File: config.mk
export PLATFORM = sky130hd
export DESIGN_NAME = rr_mux_arb_flat
export DESIGN_NICKNAME = d
export VERILOG_FILES = /design/src/rtl/rr_mux_arb_if.sv /design/src/rtl/rr_mux_arb.sv /design/src/flat_wrapper.sv
export SDC_FILE = /design/constraint.sdc
export NUM_CORES = 1
export LEC_CHECK = 0
export CAP_MARGIN = 5
export CELL_PAD_IN_SITES_DETAIL_PLACEMENT = 0
export CELL_PAD_IN_SITES_GLOBAL_PLACEMENT = 1
export CORE_MARGIN = 4
export CORE_UTILIZATION = 28
export CTS_CLUSTER_SIZE = 30
export DETAILED_ROUTE_END_ITERATION = 7
export HOLD_SLACK_MARGIN = 0.03
export PLACE_DENSITY = 0.79
export RECOVER_POWER = 50
export SLEW_MARGIN = 20
export SYNTH_ARGS = -nofsm -noshare
export SYNTH_HDL_FRONTEND = slang
export SYNTH_SLANG_ARGS = --single-unit
File: constraint.sdc
create_clock -name clk -period 2.7 [get_ports clk]
set_clock_uncertainty 0.05 [all_clocks]
set_input_delay 0.54 -clock clk [delete_from_list [all_inputs] [get_ports clk]]
set_output_delay 0.54 -clock clk [all_outputs]
set_load 0.01 [all_outputs]
File: src/rtl/rr_mux_arb_if.sv
// Handshake bundle for rr_mux_arb: N request channels in, one registered output beat.
// in_last is present only when RR_MUX_ARB_LOCK_EN is defined.
interface rr_mux_arb_if #(
   parameter int W  = 4,
   parameter int N  = 4,
   parameter int SW = $clog2(N)
);
   logic [N-1:0]   in_valid;
   logic [N*W-1:0] in_data;
   logic [N-1:0]   in_ready;
`ifdef RR_MUX_ARB_LOCK_EN
   logic [N-1:0]   in_last;
`endif
   logic           force_en;
   logic [SW-1:0]  force_sel;
   logic           out_valid;
   logic [W-1:0]   out_data;
   logic [SW-1:0]  out_sel;
   logic           out_ready;

`ifdef RR_MUX_ARB_LOCK_EN
   modport master (
      output in_valid, in_data, in_last, force_en, force_sel, out_ready,
      input  in_ready, out_valid, out_data, out_sel
   );
   modport slave (
      input  in_valid, in_data, in_last, force_en, force_sel, out_ready,
      output in_ready, out_valid, out_data, out_sel
   );
`else
   modport master (
      output in_valid, in_data, force_en, force_sel, out_ready,
      input  in_ready, out_valid, out_data, out_sel
   );
   modport slave (
      input  in_valid, in_data, force_en, force_sel, out_ready,
      output in_ready, out_valid, out_data, out_sel
   );
`endif
endinterface

File: src/rtl/rr_mux_arb.sv
// N-to-1 round-robin (or forced-select) mux with a single registered output stage.
// Optional packet lock on in_last is enabled by defining RR_MUX_ARB_LOCK_EN.
module rr_mux_arb #(
   parameter int W  = 4,
   parameter int N  = 4,
   parameter int SW = $clog2(N)
) (
   input  logic        clk,
   input  logic        rst_n,
   rr_mux_arb_if.slave bus
);
   logic [SW-1:0] ptr;
   logic          ld;
   logic          xfer;
   logic          gnt_vld;
   logic [SW-1:0] gnt_idx;
   logic          adv_ptr;
   logic          beat_last;
   logic [SW-1:0] ptr_inc;
   logic          rr_vld;
   logic [SW-1:0] rr_idx;
   logic [SW-1:0] rr_cidx;
   int unsigned   rr_c;
   logic          f_ok;

`ifdef RR_MUX_ARB_LOCK_EN
   typedef enum logic {ST_OPEN, ST_LOCKED} lock_st_t;
   lock_st_t      lock_st, lock_nxt;
   logic [SW-1:0] lock_ch, lock_ch_nxt;
`endif

   assign ld   = !bus.out_valid || bus.out_ready;
   assign xfer = gnt_vld && ld;

   // First requester at or after ptr, wrapping modulo N.
   always_comb begin
      rr_vld  = 1'b0;
      rr_idx  = '0;
      rr_c    = 0;
      rr_cidx = '0;
      for (int unsigned k = 0; k < N; k++) begin
         rr_c    = (32'(ptr) + k) % N;
         rr_cidx = SW'(rr_c);
         if (!rr_vld && bus.in_valid[rr_cidx]) begin
            rr_vld = 1'b1;
            rr_idx = rr_cidx;
         end
      end
   end

   assign f_ok = (32'(bus.force_sel) < N) && bus.in_valid[bus.force_sel];

   always_comb begin
      gnt_vld = 1'b0;
      gnt_idx = '0;
      adv_ptr = 1'b0;
      if (bus.force_en) begin
         gnt_vld = f_ok;
         gnt_idx = bus.force_sel;
      end else begin
         gnt_vld = rr_vld;
         gnt_idx = rr_idx;
         adv_ptr = 1'b1;
      end
`ifdef RR_MUX_ARB_LOCK_EN
      // An open packet overrides both arbitration and the force controls.
      if (lock_st == ST_LOCKED) begin
         gnt_vld = bus.in_valid[lock_ch];
         gnt_idx = lock_ch;
         adv_ptr = 1'b1;
      end
`endif
   end

   always_comb begin
      bus.in_ready = '0;
      if (xfer && rst_n)
         bus.in_ready[gnt_idx] = 1'b1;
   end

   assign ptr_inc = (32'(gnt_idx) == N - 1) ? '0 : gnt_idx + SW'(1);

`ifdef RR_MUX_ARB_LOCK_EN
   assign beat_last = bus.in_last[gnt_idx];

   always_ff @(posedge clk or negedge rst_n) begin
      if (!rst_n) begin
         lock_st <= ST_OPEN;
         lock_ch <= '0;
      end else begin
         lock_st <= lock_nxt;
         lock_ch <= lock_ch_nxt;
      end
   end

   always_comb begin
      lock_nxt    = lock_st;
      lock_ch_nxt = lock_ch;
      if (xfer) begin
         lock_nxt    = beat_last ? ST_OPEN : ST_LOCKED;
         lock_ch_nxt = gnt_idx;
      end
   end
`else
   assign beat_last = 1'b1;
`endif

   always_ff @(posedge clk or negedge rst_n) begin
      if (!rst_n) begin
         bus.out_valid <= 1'b0;
         bus.out_data  <= '0;
         bus.out_sel   <= '0;
         ptr           <= '0;
      end else begin
         if (ld) begin
            bus.out_valid <= gnt_vld;
            if (gnt_vld) begin
               bus.out_data <= bus.in_data[int'(gnt_idx) * W +: W];
               bus.out_sel  <= gnt_idx;
            end
         end
         if (xfer && adv_ptr && beat_last)
            ptr <= ptr_inc;
      end
   end
endmodule

File: src/flat_wrapper.sv
// flat-port wrapper written by rule: the top's interface ports become plain ports
module rr_mux_arb_flat 
#(
   parameter int W  = 4,
   parameter int N  = 4,
   parameter int SW = $clog2(N)
)
  (clk, rst_n, bus_in_valid, bus_in_data, bus_force_en, bus_force_sel, bus_out_ready, bus_in_ready, bus_out_valid, bus_out_data, bus_out_sel);
  rr_mux_arb_if #(.W(W), .N(N), .SW(SW)) bus_i ();
  input  logic clk;
  input  logic rst_n;
  input wire logic [$bits(bus_i.in_valid)-1:0] bus_in_valid;
  input wire logic [$bits(bus_i.in_data)-1:0] bus_in_data;
  input wire logic [$bits(bus_i.force_en)-1:0] bus_force_en;
  input wire logic [$bits(bus_i.force_sel)-1:0] bus_force_sel;
  input wire logic [$bits(bus_i.out_ready)-1:0] bus_out_ready;
  output wire logic [$bits(bus_i.in_ready)-1:0] bus_in_ready;
  output wire logic [$bits(bus_i.out_valid)-1:0] bus_out_valid;
  output wire logic [$bits(bus_i.out_data)-1:0] bus_out_data;
  output wire logic [$bits(bus_i.out_sel)-1:0] bus_out_sel;
  assign bus_i.in_valid = bus_in_valid;
  assign bus_i.in_data = bus_in_data;
  assign bus_i.force_en = bus_force_en;
  assign bus_i.force_sel = bus_force_sel;
  assign bus_i.out_ready = bus_out_ready;
  assign bus_in_ready = bus_i.in_ready;
  assign bus_out_valid = bus_i.out_valid;
  assign bus_out_data = bus_i.out_data;
  assign bus_out_sel = bus_i.out_sel;
  rr_mux_arb #(.W(W), .N(N), .SW(SW)) u_core (.clk(clk), .rst_n(rst_n), .bus(bus_i));
endmodule
; Yosys cells after proc, flatten, opt, wreduce, memory -nomap -nowiden
; Index checks and enable logic that the tools add are counted.
[classes]
addsub = 4
magnitude_cmp = 7
eq_ne = 1
n_shift = 1
muxes = 25
n_reduce_logical = 13
[ops]
columns = cell, n
row1 = $lt A2 B3 Y1 const B, 6
row2 = $shiftx A16 B5 Y4, 1
row3 = $mux W1, 12
row4 = $mux W2, 6
row5 = $bmux W1 S2, 5
row6 = $logic_and A1 B1 Y1, 7
row7 = $add A2 B1 Y2 const B, 2
row8 = $add A2 B2 Y2 const B, 2
row9 = $logic_not A1 Y1, 4
row10 = $mux W4, 1
row11 = $demux W1 S2, 1
row12 = $eq A2 B2 Y1 const B, 1
row13 = $ge A2 B1 Y1 const B, 1
row14 = $reduce_and A2 Y1, 1
row15 = $logic_or A1 B1 Y1, 1
[word_totals]
reg_bits = 9
in_bits = 26
output_inout_bits = 11
word_cells = 55

; Longest topological paths before layout
[depth]
ltp_word = 18
ltp_mapped = 7
depth_no_buf = 6

; Least setup slack after synthesis
; No wires, ideal clock.
[synth_path]
kind = input to output
startpoint = input bus_in_valid[1]
endpoint = output bus_in_ready[0]
arrival_ns = 1.807
required_ns = 2.110
slack_ns = 0.303
stages = 7
path_buffers = 1
path_cell_list = nand4bb_1 -> a21boi_1 -> a311oi_2 -> buf_6 -> inv_1 -> ha_1 -> and3_1
[synth_via]
elab_chain_cells = 18
elab_cells_between_ends = 34
cone_classes = 2 x order compare / 23 x mux / 9 x reduce/logical
[synth_lines]
columns = element, line_no
row1 = "start, declared", flat_wrapper.sv:12  ; input wire logic [$bits(bus_i.in_valid)-1:0] bus_in_valid;
row2 = $bmux W1 S2, rr_mux_arb.sv:44  ; if (!rr_vld && bus.in_valid[rr_cidx]) begin
row3 = $mux W1 (implied by the code), rr_mux_arb.sv:44
row4 = $mux W1, rr_mux_arb.sv:44
row5 = $logic_not A1 Y1, rr_mux_arb.sv:44
row6 = $logic_and A1 B1 Y1, rr_mux_arb.sv:44
row7 = $mux W1, rr_mux_arb.sv:44
row8 = $logic_not A1 Y1, rr_mux_arb.sv:44
row9 = $logic_and A1 B1 Y1, rr_mux_arb.sv:44
row10 = (+3 left out), --
row11 = $mux W2 *, rr_mux_arb.sv:44
row12 = $mux W2 *, rr_mux_arb.sv:57  ; if (bus.force_en) begin
row13 = net u_core.gnt_idx[1], rr_mux_arb.sv:16  ; logic [SW-1:0] gnt_idx;
row14 = $lt A2 B3 Y1 (implied by the code) / $ge A2 B1 Y1 (equally long branches), rr_mux_arb.sv:78  ; bus.in_ready[gnt_idx] = 1'b1;
row15 = $logic_and A1 B1 Y1 (implied by the code), rr_mux_arb.sv:78
row16 = $mux W1 (implied by the code), rr_mux_arb.sv:78
row17 = $demux W1 S2 *, --
row18 = $mux W4 *, rr_mux_arb.sv:77  ; if (xfer && rst_n)
row19 = "end, declared", flat_wrapper.sv:17  ; output wire logic [$bits(bus_i.in_ready)-1:0] bus_in_ready;
; The timed path passes the listed nets; every way through them passes the cells marked *. The select of a mux whose other input is x is not followed.

; Worst setup path in the final report
[layout_path]
startpoint = input bus_force_sel[1]
endpoint = register u_core.bus.out_valid
[layout_via]
elab_chain_cells = 3
[layout_lines]
columns = element, line_no
row1 = "start, declared", flat_wrapper.sv:15  ; input wire logic [$bits(bus_i.force_sel)-1:0] bus_force_sel;
row2 = $bmux W1 S2, rr_mux_arb.sv:51  ; assign f_ok = (32'(bus.force_sel) < N) && bus.in_valid[bus.force_sel];
row3 = $mux W1 (implied by the code), rr_mux_arb.sv:51
row4 = $mux W1, rr_mux_arb.sv:57
row5 = "end signal, assigned", rr_mux_arb.sv:116  ; bus.out_valid <= gnt_vld;
row6 = "end, declared", rr_mux_arb_if.sv:37  ; output in_ready, out_valid, out_data, out_sel
; Every way passes these cells. The select of a mux whose other input is x is not followed.
; A chain may end at the register's enable or synchronous reset.

==> reports/results.md <==
| Result | Reported |
| --- | --- |
| Post-synth top area cell | sky130_fd_sc_hd__dfrtp_1 |
| Worst slew margin relative to its limit | 0.728 |
| Pins Over Slew Limit | 0 |
| Antenna Violating Nets Remaining | 0 |
| Crit path kind | in2reg |
| Fraction of layout cells with a size suffix above 1 | 0.397 |
| Residual DRC count | 0 |
| Maximum number of pins on one net before global-route repair | 10 |
| Detailed-route via count | 806 |
| Arrival time worst endpoint | 2.79 ns |
| Global placer's final weighted congestion | 0.759 |
| CTS Root Cell | sky130_fd_sc_hd__clkbuf_4 |
| Height of the die | 59.5 um |
| Number of global-route vias before repair | 855 |
| Clock tree from TritonCTS | done |
| Ratio of total power to cell area | 512 mW/mm^2 |
| Overall power after layout | 706 uW |
| Crit share post-route | 0.983 |
| Post-synth cell types | 28 |
| Number of nets produced by synthesis | 102 |
| Number of failing hold endpoints at the final stage | 0 |
| Initial antenna violation count | 0 |
| Kind of end point of the critical path | register |
| I/O Pins | 37 |
| Cell Count Post-Placement | 151 |
| Delay of the slowest critical-path stage | 0.37 ns |
| Syn avg cell area | 10.3 um^2 |
| Kind of launch point of the worst setup path | input pin |
| Arithmetic-cell share of the synthesized area counting full adders, half adders and majority gates | 0.0673 |
| Total routing usage reported by global routing | 0.140 |
| Top cells by area, synth | sky130_fd_sc_hd__dfrtp_1 (30%), sky130_fd_sc_hd__mux2i_1 (11%), sky130_fd_sc_hd__ha_1 (6.7%) |
| Max-capacitance violation count | 0 |
| Insertion delay to the later sink of the worst-skew pair | 0.26 ns |
| Worst min-delay path class | reg2reg |
| Worst-case vdd ir drop | 0.000451 V |
| Effective utilization at floorplan | 0.297 |
| Most common cell type on the critical path | sky130_fd_sc_hd__buf_4 |
| YS warnings | 0 |
| Final nets | 172 |
| Number of setup violations in the final report | 0 |
| Count of non-filler cells in the finished layout | 171 |
| Synthesized netlist cell count | 72 |
| Area of the placeable core | 0.00250 mm^2 |
| Inserted Clock Buffers | 3 |
| F_max | 377 MHz |
| XOR/XNOR share of the synthesized area | 0 |
| Pre-CTS worst setup slack | -0.625 ns |
| Via density per instance | 4.71 |
| Gr ovfl total | 0 |
| Count of clock tree sinks | 9 |
| Worst EP required | 2.84 ns |
| Detailed-route wire length | 2410 um |
| Antenna diode count | 0 |
| Fraction of the mapped netlist area in simple logic gates | 0.241 |
| Worst Tran Pin Value | 0.407 ns |
| Bufs on Longest Clock Path | 2 |
| Die Span X | 59.5 um |
| Global-route wire length before repair | 3750 um |
| CTS Hold Buffers Added | 0 |
| Static leakage power | 0.650 nW |
| Full die area | 0.00354 mm^2 |
| Syn-to-layout area delta | 85.5% |
| Total number of H-tree levels | 1 |
| Sequential element share of the synthesized area | 0.303 |
| Synth Cell Area | 743 um^2 |
| Drt wl/cell | 14.1 um |
| Iteration-0 DRC count of the detailed router | 4 |
| I/O Buffers | 36 |
| Outcome | finished, final reports clean |
| Yosys reg bits | 9 |
| Complex-gate fraction of the synthesized area | 0.160 |
| Area share of the leading cell type in the synthesized netlist | 0.303 |
| Final setup slack of the worst path | 0.0465 ns |
| Fraction of synthesized area in multiplexers | 0.189 |
| Total number of placement rows | 18 |
| Shortest period the worst path allows | 2.65 ns |
| CP cell instances | dlygate4sd2_1 > mux4_2 > nor2b_4 > buf_4 > buf_4 > buf_4 > buf_4 > buf_4 > buf_4 > buf_4 > buf_4 > buf_4 > buf_4 > buf_4 > buf_4 > o21bai_1 |
| Clock-pin slew reported for the worst setup and hold paths after clock tree synthesis | 0.06 ns |
| CP Max Fanout | 2 |
| Cell with the largest stage delay on the worst path | sky130_fd_sc_hd__mux4_2 |
| Largest family of logic cells by synthesized area | simple AND/OR/NAND/NOR gates |
| HPWL Detailed | 1760 um |
| Total iterations of the first detailed-routing run | 3 |
state kept, by name, summed over array words and instances, names as in the netlist:
| name | count |
|---|---|
| u_core.bus.out_sel | 2 |
| u_core.ptr | 2 |
| u_core.bus.out_data | 4 |
| u_core.bus.out_valid | 1 |
logic make-up after synthesis:
logic type               after synthesis
AO/OA/AOI/OAI                         14
adder cells (fa/ha/maj)                4
buffers and inverters                  4
flip-flops                             9
multiplexers                          12
AND/OR/NAND/NOR                       29
power breakdown:
| group | internal [mW] | switching, mW |
|---|---|---|
| Sequential | 0.177 | 0.0281 |
| Combinational | 0.237 | 0.163 |
| Clock | 0.0568 | 0.0442 |
timing repair:
item,4_1_cts,5_1_grt
setup buffers,16,1
pin swaps,5,4
endpoints found under the setup margin,4,5
gates resized for setup,40,6
final cells by class:
class | instances | area, um^2
well taps | 30 | 37.5
flip-flops and latches | 9 | 225
clock buffers | 4 | 26.3
fillers | 223 | 1120
inverters | 2 | 7.51
multi-input cells | 59 | 523
repair buffers | 67 | 559
worst paths after layout:
| path | start | end | slack, ns | cells after the start |
|---|---|---|---|---|
| setup / recovery | bus_force_sel[1] | u_core.bus.out_valid | 0.05 | 16 |
| hold / removal | u_core.bus.out_sel[1] | u_core.bus.out_sel[1] | 0.45 | 1 |
| setup reg to reg | u_core.ptr[1] | u_core.bus.out_data[0] | 0.62 | 9 |
| hold reg to reg | u_core.bus.out_sel[1] | u_core.bus.out_sel[1] | 0.45 | 1 |
| max in group asynchronous | rst_n | u_core.bus.out_data[3] | 1.56 | 2 |
| min in group asynchronous | rst_n | u_core.bus.out_data[0] | 0.54 | 1 |
worst max-delay path: cells and delay by family:
kind            cells  cell delay (ns)
buf+inv            13             1.70
mux                 1             0.37
compound gates      1             0.12
simple gates        1             0.05
metal layers:
metal  track usage  vias to the layer above  routed length, um
met2         0.250                       12               1320
met5             0                        -                  0
li1              -                      406                  -
met4        0.0158                        0                  7
met3        0.0436                        2                 98
met1         0.170                      386                989
cell usage in the layout, fill, tap and decap left out, types with 4 or more instances in the layout:
cell type and instances:
sky130_fd_sc_hd__buf_4 28, sky130_fd_sc_hd__clkdlybuf4s50_1 20, sky130_fd_sc_hd__dfrtp_1 9, sky130_fd_sc_hd__mux2i_1 8, sky130_fd_sc_hd__nand2b_1 7, sky130_fd_sc_hd__buf_2 6
sky130_fd_sc_hd__dlygate4sd3_1 5, sky130_fd_sc_hd__nor2b_1 4, sky130_fd_sc_hd__and3_1 4, sky130_fd_sc_hd__o221ai_1 4
through the flow:
step                       util  cell area, um^2  hold WS (ns)  setup TNS, ns
after floorplan               -              743         0.194              0
after global placement    0.492             1230         0.434          -2.37
after detailed placement  0.492             1230         0.442          -2.56
after CTS                 0.548             1370         0.463              0
after global routing      0.552             1380         0.482        -0.0144
final                     0.552             1380         0.452              0
cells in the mapped netlist:
library cell,number
sky130_fd_sc_hd__dfrtp_1,9
sky130_fd_sc_hd__mux2i_1,8
sky130_fd_sc_hd__nand2b_1,7
sky130_fd_sc_hd__nor2b_1,5
sky130_fd_sc_hd__and3_1,4
sky130_fd_sc_hd__ha_1,4
sky130_fd_sc_hd__o221ai_1,4
sky130_fd_sc_hd__mux2_2,3
sky130_fd_sc_hd__nand2_1,3
sky130_fd_sc_hd__nor2_1,3
sky130_fd_sc_hd__a21oi_1,2
sky130_fd_sc_hd__buf_6,2
sky130_fd_sc_hd__inv_1,2
sky130_fd_sc_hd__nand4bb_1,2
sky130_fd_sc_hd__a211oi_1,1
sky130_fd_sc_hd__a21boi_0,1
sky130_fd_sc_hd__a21boi_1,1
sky130_fd_sc_hd__a311oi_2,1
sky130_fd_sc_hd__mux4_1,1
sky130_fd_sc_hd__nor3_1,1
sky130_fd_sc_hd__nor3b_1,1
sky130_fd_sc_hd__o21a_1,1
sky130_fd_sc_hd__o21ai_0,1
sky130_fd_sc_hd__o21bai_1,1
sky130_fd_sc_hd__o41ai_2,1
sky130_fd_sc_hd__or2_2,1
sky130_fd_sc_hd__or2b_1,1
sky130_fd_sc_hd__or4_1,1
Power figures use the tool's default switching activity.
